<file path="config.mk">
export PLATFORM = sky130hd
export DESIGN_NAME = secuenciador_corrimiento
export DESIGN_NICKNAME = d
export VERILOG_FILES = /design/src/rtl/corrimiento_pkg.sv /design/src/rtl/unidad_corrimiento.sv /design/src/rtl/secuenciador_corrimiento.sv
export SDC_FILE = /design/constraint.sdc
export NUM_CORES = 1
export LEC_CHECK = 0
export BUFFER_PORTS_ARGS = -buffer_cell sky130_fd_sc_hd__buf_4
export CAP_MARGIN = 10
export CORE_MARGIN = 3
export CORE_UTILIZATION = 54
export CTS_BUF_LIST = sky130_fd_sc_hd__clkbuf_4
export CTS_CLUSTER_DIAMETER = 30
export DETAILED_ROUTE_END_ITERATION = 12
export PLACE_DENSITY = 0.9
export RECOVER_POWER = 50
export SLEW_MARGIN = 0
export SYNTH_ARGS = -nofsm -noshare
export SYNTH_HDL_FRONTEND = slang
export SYNTH_SLANG_ARGS = --single-unit
</file>
<file path="constraint.sdc">
create_clock -name clk -period 2.35 [get_ports clk]
set_input_delay 0.47 -clock clk [delete_from_list [all_inputs] [get_ports clk]]
set_output_delay 0.47 -clock clk [all_outputs]
set_load 0.01 [all_outputs]
</file>
<file path="src/rtl/corrimiento_pkg.sv">
// corrimiento_pkg: shared op encoding and sequencer states for the shift sequencer.
package corrimiento_pkg;
  typedef enum logic [2:0] {
    OP_TRANSFER = 3'b000,
    OP_SHL      = 3'b001,
    OP_SHR      = 3'b010,
    OP_ZERO     = 3'b011,
    OP_ROL      = 3'b100,
    OP_ROR      = 3'b101,
    OP_ASL      = 3'b110,
    OP_ASR      = 3'b111
  } op_corr_t;
  typedef enum logic [1:0] {
    IDLE = 2'd0,
    EXEC = 2'd1,
    DONE = 2'd2
  } estado_sec_t;
  function automatic logic sale_por_izq(input op_corr_t op);
    return op inside {OP_SHL, OP_ASL, OP_ROL};
  endfunction
  function automatic logic sale_por_der(input op_corr_t op);
    return op inside {OP_SHR, OP_ASR, OP_ROR};
  endfunction
endpackage

</file>
<file path="src/rtl/unidad_corrimiento.sv">
// unidad_corrimiento: combinational shifter/rotator, F shifted by D according to op H.
module unidad_corrimiento
  import corrimiento_pkg::*;
#(
  parameter int N = 4
) (
  input  logic [N-1:0]         i_f,
  input  op_corr_t             i_h,
  input  logic [$clog2(N)-1:0] i_d,
  output logic [N-1:0]         o_s
);
  logic [2*N-1:0]      w_izq;
  logic [2*N-1:0]      w_der;
  logic signed [N-1:0] w_fs;
  // Rotations come from the doubled word so d = 0 needs no special case.
  assign w_izq = {i_f, i_f} << i_d;
  assign w_der = {i_f, i_f} >> i_d;
  assign w_fs  = i_f;
  always_comb begin
    o_s = i_f;
    case (i_h)
      OP_ZERO:        o_s = '0;
      OP_SHL, OP_ASL: o_s = i_f << i_d;
      OP_SHR:         o_s = i_f >> i_d;
      OP_ASR:         o_s = w_fs >>> i_d;
      OP_ROL:         o_s = w_izq[2*N-1:N];
      OP_ROR:         o_s = w_der[N-1:0];
      default:        o_s = i_f;
    endcase
  end
endmodule

</file>
<file path="src/rtl/secuenciador_corrimiento.sv">
// secuenciador_corrimiento: multi-cycle shift command sequencer around unidad_corrimiento.
// Optional sticky asl overflow output res_ovf enabled by CORRIMIENTO_OVF_EN.
module secuenciador_corrimiento
  import corrimiento_pkg::*;
#(
  parameter int N  = 4,
  parameter int RW = 4
) (
  input  logic                 clk,
  input  logic                 rst_n,
  input  logic                 cmd_valid,
  output logic                 cmd_ready,
  input  logic                 cmd_load,
  input  logic [N-1:0]         cmd_dato,
  input  logic [2:0]           cmd_op,
  input  logic [$clog2(N)-1:0] cmd_d,
  input  logic [RW-1:0]        cmd_rep,
  output logic                 res_valid,
  input  logic                 res_ready,
  output logic [N-1:0]         res_dato,
  output logic                 res_carry,
  output logic                 res_cero
`ifdef CORRIMIENTO_OVF_EN
  ,
  output logic                 res_ovf
`endif
);
  localparam int DW = $clog2(N);
  estado_sec_t r_estado, w_estado_sig;
  logic [N-1:0]  r_acc, w_acc_sig, w_shift;
  op_corr_t      r_op, w_op_sig;
  logic [DW-1:0] r_d, w_d_sig;
  logic [RW-1:0] r_cnt, w_cnt_sig;
  logic          r_carry, w_carry_sig, w_carry_it;
  logic [N:0]    w_ext_izq, w_ext_der;
`ifdef CORRIMIENTO_OVF_EN
  logic                r_ovf, w_ovf_sig, w_ovf_it;
  logic signed [N-1:0] w_sl;
  logic [N-1:0]        w_vuelta;
`endif

  unidad_corrimiento #(.N(N)) u_unidad (
    .i_f(r_acc),
    .i_h(r_op),
    .i_d(r_d),
    .o_s(w_shift)
  );

  // A guard bit on either side catches the bit leaving the word; it stays 0 for d = 0.
  assign w_ext_izq  = {1'b0, r_acc} << r_d;
  assign w_ext_der  = {r_acc, 1'b0} >> r_d;
  assign w_carry_it = sale_por_izq(r_op) ? w_ext_izq[N] :
                      sale_por_der(r_op) ? w_ext_der[0] : 1'b0;
`ifdef CORRIMIENTO_OVF_EN
  // Overflow when shifting back arithmetically does not restore the original value.
  assign w_sl     = r_acc << r_d;
  assign w_vuelta = w_sl >>> r_d;
  assign w_ovf_it = (r_op == OP_ASL) && (w_vuelta != r_acc);
`endif

  always_comb begin
    w_estado_sig = r_estado;
    w_acc_sig    = r_acc;
    w_op_sig     = r_op;
    w_d_sig      = r_d;
    w_cnt_sig    = r_cnt;
    w_carry_sig  = r_carry;
`ifdef CORRIMIENTO_OVF_EN
    w_ovf_sig    = r_ovf;
`endif
    case (r_estado)
      IDLE: if (cmd_valid) begin
        w_op_sig     = op_corr_t'(cmd_op);
        w_d_sig      = cmd_d;
        w_cnt_sig    = cmd_rep;
        w_acc_sig    = cmd_load ? cmd_dato : r_acc;
        w_carry_sig  = 1'b0;
`ifdef CORRIMIENTO_OVF_EN
        w_ovf_sig    = 1'b0;
`endif
        w_estado_sig = EXEC;
      end
      EXEC: begin
        w_acc_sig    = w_shift;
        w_carry_sig  = w_carry_it;
`ifdef CORRIMIENTO_OVF_EN
        w_ovf_sig    = r_ovf | w_ovf_it;
`endif
        w_estado_sig = (r_cnt == '0) ? DONE : EXEC;
        w_cnt_sig    = (r_cnt == '0) ? r_cnt : r_cnt - 1'b1;
      end
      DONE: w_estado_sig = res_ready ? IDLE : DONE;
      default: w_estado_sig = IDLE;
    endcase
  end

  always_ff @(posedge clk or negedge rst_n) begin
    if (!rst_n) begin
      r_estado <= IDLE;
      r_acc    <= '0;
      r_op     <= OP_TRANSFER;
      r_d      <= '0;
      r_cnt    <= '0;
      r_carry  <= 1'b0;
`ifdef CORRIMIENTO_OVF_EN
      r_ovf    <= 1'b0;
`endif
    end else begin
      r_estado <= w_estado_sig;
      r_acc    <= w_acc_sig;
      r_op     <= w_op_sig;
      r_d      <= w_d_sig;
      r_cnt    <= w_cnt_sig;
      r_carry  <= w_carry_sig;
`ifdef CORRIMIENTO_OVF_EN
      r_ovf    <= w_ovf_sig;
`endif
    end
  end

  assign cmd_ready = (r_estado == IDLE);
  assign res_valid = (r_estado == DONE);
  assign res_dato  = r_acc;
  assign res_carry = r_carry;
  assign res_cero  = (r_acc == '0);
`ifdef CORRIMIENTO_OVF_EN
  assign res_ovf   = r_ovf;
`endif
endmodule
</file>
* Word level (Yosys, flattened, before mapping)
Index checks and enable logic that the tools add are counted.
Storage, ports and cells: flip-flop bits (word level) 16, input bits 18, output and inout bits 8, logic and storage cells 53
Operators by class: add/sub/neg operators 1, eq/ne operators 13, shift operators 7, multiplexer cells 15, reduce and logical (&&, ||, !) cells 11
Operator list (count):
- $pmux W4 S6 | 1
- $mux W4 | 4
- $pmux W4 S2 | 2
- $eq A3 B3 Y1 const B | 4
- $logic_not A4 Y1 | 2
- $shl A8 B2 Y8 | 1
- $shr A8 B2 Y4 | 1
- $ne A7 B5 Y1 const B | 1
- $eq A3 B2 Y1 const B | 2
- $mux W2 | 3
- $pmux W2 S3 | 1
- $reduce_bool A3 Y1 | 2
- $shl A4 B2 Y5 | 1
- $shr A5 B2 Y1 | 1
- $ne A2 B2 Y1 const B | 2
- $reduce_and A2 Y1 | 2
- $reduce_and A4 Y1 | 1
- $shl A4 B2 Y4 | 1
- $shr A4 B2 Y4 | 1
- $sshr A4 B2 Y4 | 1
- $sub A4 B1 Y4 const B | 1
- $eq A3 B1 Y1 const B | 1
- $mux W1 | 3
- $reduce_and A3 Y1 | 1
- 7 further kinds | 7

* Depth between registers and ports, before layout
depth in word-level cells 5, gate-level depth with buffers 7, depth with buffers taken out 7

* Cells and area by module
From an unflattened synthesis, not the netlist that was laid out.
Second synthesis, totals: cell total of the unflattened synthesis 136, area, all modules 1368.8 sq um
Modules (own cells, without submodules):
- secuenciador_corrimiento | times used 1, cells each 78, area each 912.1 sq um, seq. area each 400.4 sq um
- unidad_corrimiento | times used 1, cells each 58, area each 456.7 sq um, seq. area each 0.0 sq um

* Worst setup path before layout
OpenSTA, ideal clock, no wires.
path kind reg2reg, from reg r_acc[3], in the netlist res_dato[3], to reg r_acc[0], in the netlist res_dato[0], setup time 0.130 ns, arrival 1.473 ns, data required time 2.220 ns, slack 0.747 ns, cell stages (with the launch flop) 6, path buffers 1, clock period less this slack 1.603 ns, cells stage by stage dfrtp_1 > clkbuf_1 > mux4_2 > a21boi_1 > a2111oi_2 > nor3_2
Between the ends: longest elaborated chain between the ends 3, elaborated cells on any way between the ends 7, classes of those cells shift (5); mux (2)
RTL lines:
- start: declaration | RTL line secuenciador_corrimiento.sv:30 | logic [N-1:0] r_acc, w_acc_sig, w_shift;
- start signal: assignment | RTL line secuenciador_corrimiento.sv:110 | r_acc <= w_acc_sig;
- $shr A8 B2 Y4, or another cell as far along | RTL line unidad_corrimiento.sv:17 | assign w_der = {i_f, i_f} >> i_d;
- $pmux W4 S6 (*) | RTL line unidad_corrimiento.sv:21 | case (i_h)
- $pmux W4 S2 (*) | RTL line secuenciador_corrimiento.sv:71 | case (r_estado)
Every way passes the cells marked *; elsewhere a longest branch is shown, timed or not. A chain may end at the register's enable or synchronous reset.

* Worst setup path after layout
from reg r_acc[3], in the netlist res_dato[3], to out res_cero
Between the ends: longest elaborated chain between the ends 1
RTL lines:
- $logic_not A4 Y1 | RTL line secuenciador_corrimiento.sv:125 | assign res_cero = (r_acc == '0);
- end: declaration | RTL line secuenciador_corrimiento.sv:22 | output logic res_cero
No other way between the ends.

==> summary.md <==
| Metric | Value |
|---|---|
| Chip width | `54.0 um` |
| # nets final | `184` |
| CP endpoint kind | `primary output` |
| Status | `finished, final reports clean` |
| Clock Power Share | `0.069` |
| Dpl cells | `187` |
| Root Buffer | `clkbuf_4` |
| WP data arrival | `1.28 ns` |
| Die Ht | `between 50 and 60 um` |
| Internal power | `1.12 mW` |
| Sw Ratio | `0.484` |
| Max-Cap Viols | `0` |
| R2r startpoint | `r_d[0]$_DFFE_PN0P_` |
| Yosys reg bits | `16` |
| Syn Inst Count | `around 150` |
| Remaining global-route overflow | `0` |
| Total iterations of the first detailed-routing run | `4` |
| Worst Tran Pin Value | `a little under 0.9 ns` |
| Post-DRT Antenna Nets | `0` |
| Register-to-Register Path Depth | `4` |
| DRC Markers | `0` |
| GRT Total Usage | `0.235` |
| I/O Buffers | `25` |
| Initial core utilization | `0.603` |
| Cell variety after synth | `48` |
| Layout cell share with drive strength beyond 1 | `0.238` |
| Final slew viol count | `0` |
| Unrepaired setup endpoints after global routing | `no` |
| Clock-pin slew on the worst setup and hold paths | `0.10 ns` |
| Final Wtd Congestion | `just under 1` |
| Antenna cells | `0` |
| Worst R2R End | `res_dato[0]$_DFFE_PN0P_` |
| Worst-case vdd ir drop | `872 uV` |
| Combinational Power Share | `0.612` |
| Clock latency on the worst-skew pair | `roughly 0.28 ns` |
| Detailed Route WL | `between 2000 and 3000 um` |
| Pwr per Cell Area | `~1500 nW/um2` |
| First-pass GRT wire length | `5070 um` |
| Sequential share of power | `0.319` |
| 1st-iter DRT viols | `33` |
| Clock sink count | `16` |
| CTS Hold Bufs | `0` |
| Final worst path period share | `0.744` |
| Syn avg cell area | `8.58 um2` |
| Slew headroom | `0.404` |
| Net switching power figure | `1.05 mW` |
| # IOs | `26` |
| Leakage power | `about 0.60 nW` |
| Post_cts resized | `0` |
| Post-synth EDFFs | `0` |
| # setup viols final | `0` |
| Worst-case clock buffer depth | `2` |
| TNS Setup | `0 ns` |
| Yosys warns | `0` |
| FMAX | `0.572 GHz` |
| Crit Path Class | `flop to primary output` |
| Largest net degree at the start of global routing | `17` |
| Worst reg-to-reg setup slack | `0.60 ns` |
| Antenna violations before repair | `0` |
| Vias in the first global route | `1128` |
| TritonCTS clock tree | `yes` |
| Startpoint Class | `flop` |
| DR WL/cell | `approximately 16 um` |
| Worst min path class | `primary input to asynchronous set/reset pin` |
| Vias | `1196` |
| Final hold viol count | `0` |
| Area of the die | `2910 um2` |
| Vias per cell | `6.26` |
| Post-DP HPWL | `roughly 2300 um` |
| Critical path required time | `about 1.9 ns` |
| Number of CTS-inserted buffers | `3` |
| Area Growth Syn to Fin | `15.2%` |
| Non-Filler Instances | `191` |
| Crit Path Max Fanout | `10` |
| Top_reg_cell synth | `dfrtp_1` |
| H-Tree Depth | `1` |
| Share of synthesized registers carrying an async set or reset | `1.00` |
| Worst Skew | `between 0.009 and 0.01 ns` |
| # Post-CTS Setup Buffers | `0` |
| Core Rows | `16` |
| CORE AREA | `2060 um2` |
| Seq/Total Area, Yosys | `0.322` |
| Mapped cell area | `1240 um2` |
| Syn nets | `164` |
| Shortest period the worst path allows | `between 1.5 and 2 ns` |
-- worst max-delay path by stage --
stage | startpoint | slack, ns | endpoint
final | res_dato[3]$_DFFE_PN0P_ | 0.60 | res_cero
after global routing | r_d[0]$_DFFE_PN0P_ | 0.48 | res_dato[0]$_DFFE_PN0P_
after CTS | r_d[0]$_DFFE_PN0P_ | 0.59 | res_dato[0]$_DFFE_PN0P_
after detailed placement | r_d[0]$_DFFE_PN0P_ | 0.60 | res_dato[0]$_DFFE_PN0P_
after global placement | r_d[0]$_DFFE_PN0P_ | 0.61 | res_dato[0]$_DFFE_PN0P_
after floorplan | res_dato[3]$_DFFE_PN0P_ | 0.75 | res_dato[0]$_DFFE_PN0P_
-- cell type report --
type                       instances  area, um2
clock buffer                       3       22.5
clock inverter                     1       3.75
fill                             166        629
inverter                           9       33.8
multi-input combinational        110        758
sequential                        16        400
tap                               27       33.8
timing repair buffer              25        180
-- sequential cells by signal, indices dropped and copies added, names as in the netlist --
signal     count
r_estado       2
res_dato       4
r_d            2
res_carry      1
r_cnt          4
r_op           3
-- placed cells by master (no fill, tap or decap), drive strengths merged, types with 3 or more instances in the layout --
cell type and instances:
nand2 14, buf 23, a221oi 3, inv 9, clkbuf 5, o22ai 4, nor3 3, o211ai 4
a21oi 14, o21ai 13, nand2b 5, nor2 6, dfrtp 16, mux2 4
-- worst max-delay path: stages (launching register included) --
cell and delay, ns:
dfrtp_1 0.51, nor4_1 0.31, buf_4 0.17
-- synth_stat cells (2+ instances only) --
cell      count  area [um2]
nor2b_1       2        12.5
o22ai_1       4        25.0
inv_1         9        33.8
mux4_2        2        45.0
o21ai_1       2        10.0
clkbuf_1      4        15.0
and2_1        2        12.5
mux2i_1       2        20.0
dfrtp_1      16         400
nor3b_1       2        15.0
o21ba_2       2        20.0
o21a_1        2        15.0
nor2_1        6        22.5
a21oi_1      14        70.1
nor3_1        2        10.0
or3b_1        2        17.5
buf_2         5        25.0
a221oi_1      3        26.3
nand2b_1      5        31.3
nand2_1      14        52.6
o211ai_1      4        30.0
or3_1         2        12.5
o21ai_0      11        55.1
mux2_2        4        45.0
-- power by group through the flow --
stage          Sequential (mW)  Combinational (mW)  Clock, mW
3_5_place_dp             0.692                1.32          0
6_report                 0.692                1.33      0.150
3_3_place_gp             0.685                1.30          0
4_1_cts                  0.685                1.33      0.153
2_1_floorplan            0.531                1.17          0
5_1_grt                  0.729                1.49      0.167
-- routing by layer --
| metal | part of all wire | track usage |
|---|---|---|
| met5 | 0 | 0 |
| met4 | 0.010 | 0.0664 |
| met3 | 0.064 | 0.0360 |
| met2 | 0.49 | 0.389 |
| met1 | 0.43 | 0.316 |
-- cells by family after synthesis --
logic type | Yosys count | share of synthesized area
adders and majority gates | 1 | 0.0101
xor gates and xnor gates | 1 | 0.00704
AOI/OAI and AO/OA | 54 | 0.288
DFF | 16 | 0.322
muxes | 8 | 0.0885
and+or+nand+nor | 46 | 0.216
buffers and inverters | 19 | 0.0684
-- metrics by stage --
step / utilization / hold WS, ns / area, um2 / total power, mW / setup WS (ns)
6_report: 0.695 / 0.274 / 1430 / 2.17 / 0.602
5_1_grt: 0.695 / 0.302 / 1430 / 2.39 / 0.477
4_1_cts: 0.698 / 0.0328 / 1440 / 2.17 / 0.586
3_5_place_dp: 0.686 / 0.342 / 1410 / 2.01 / 0.599
3_3_place_gp: 0.686 / 0.343 / 1410 / 1.99 / 0.607
2_1_floorplan: - / 0.174 / 1240 / 1.70 / 0.747
No activity file was read; power rests on OpenSTA's default activity.
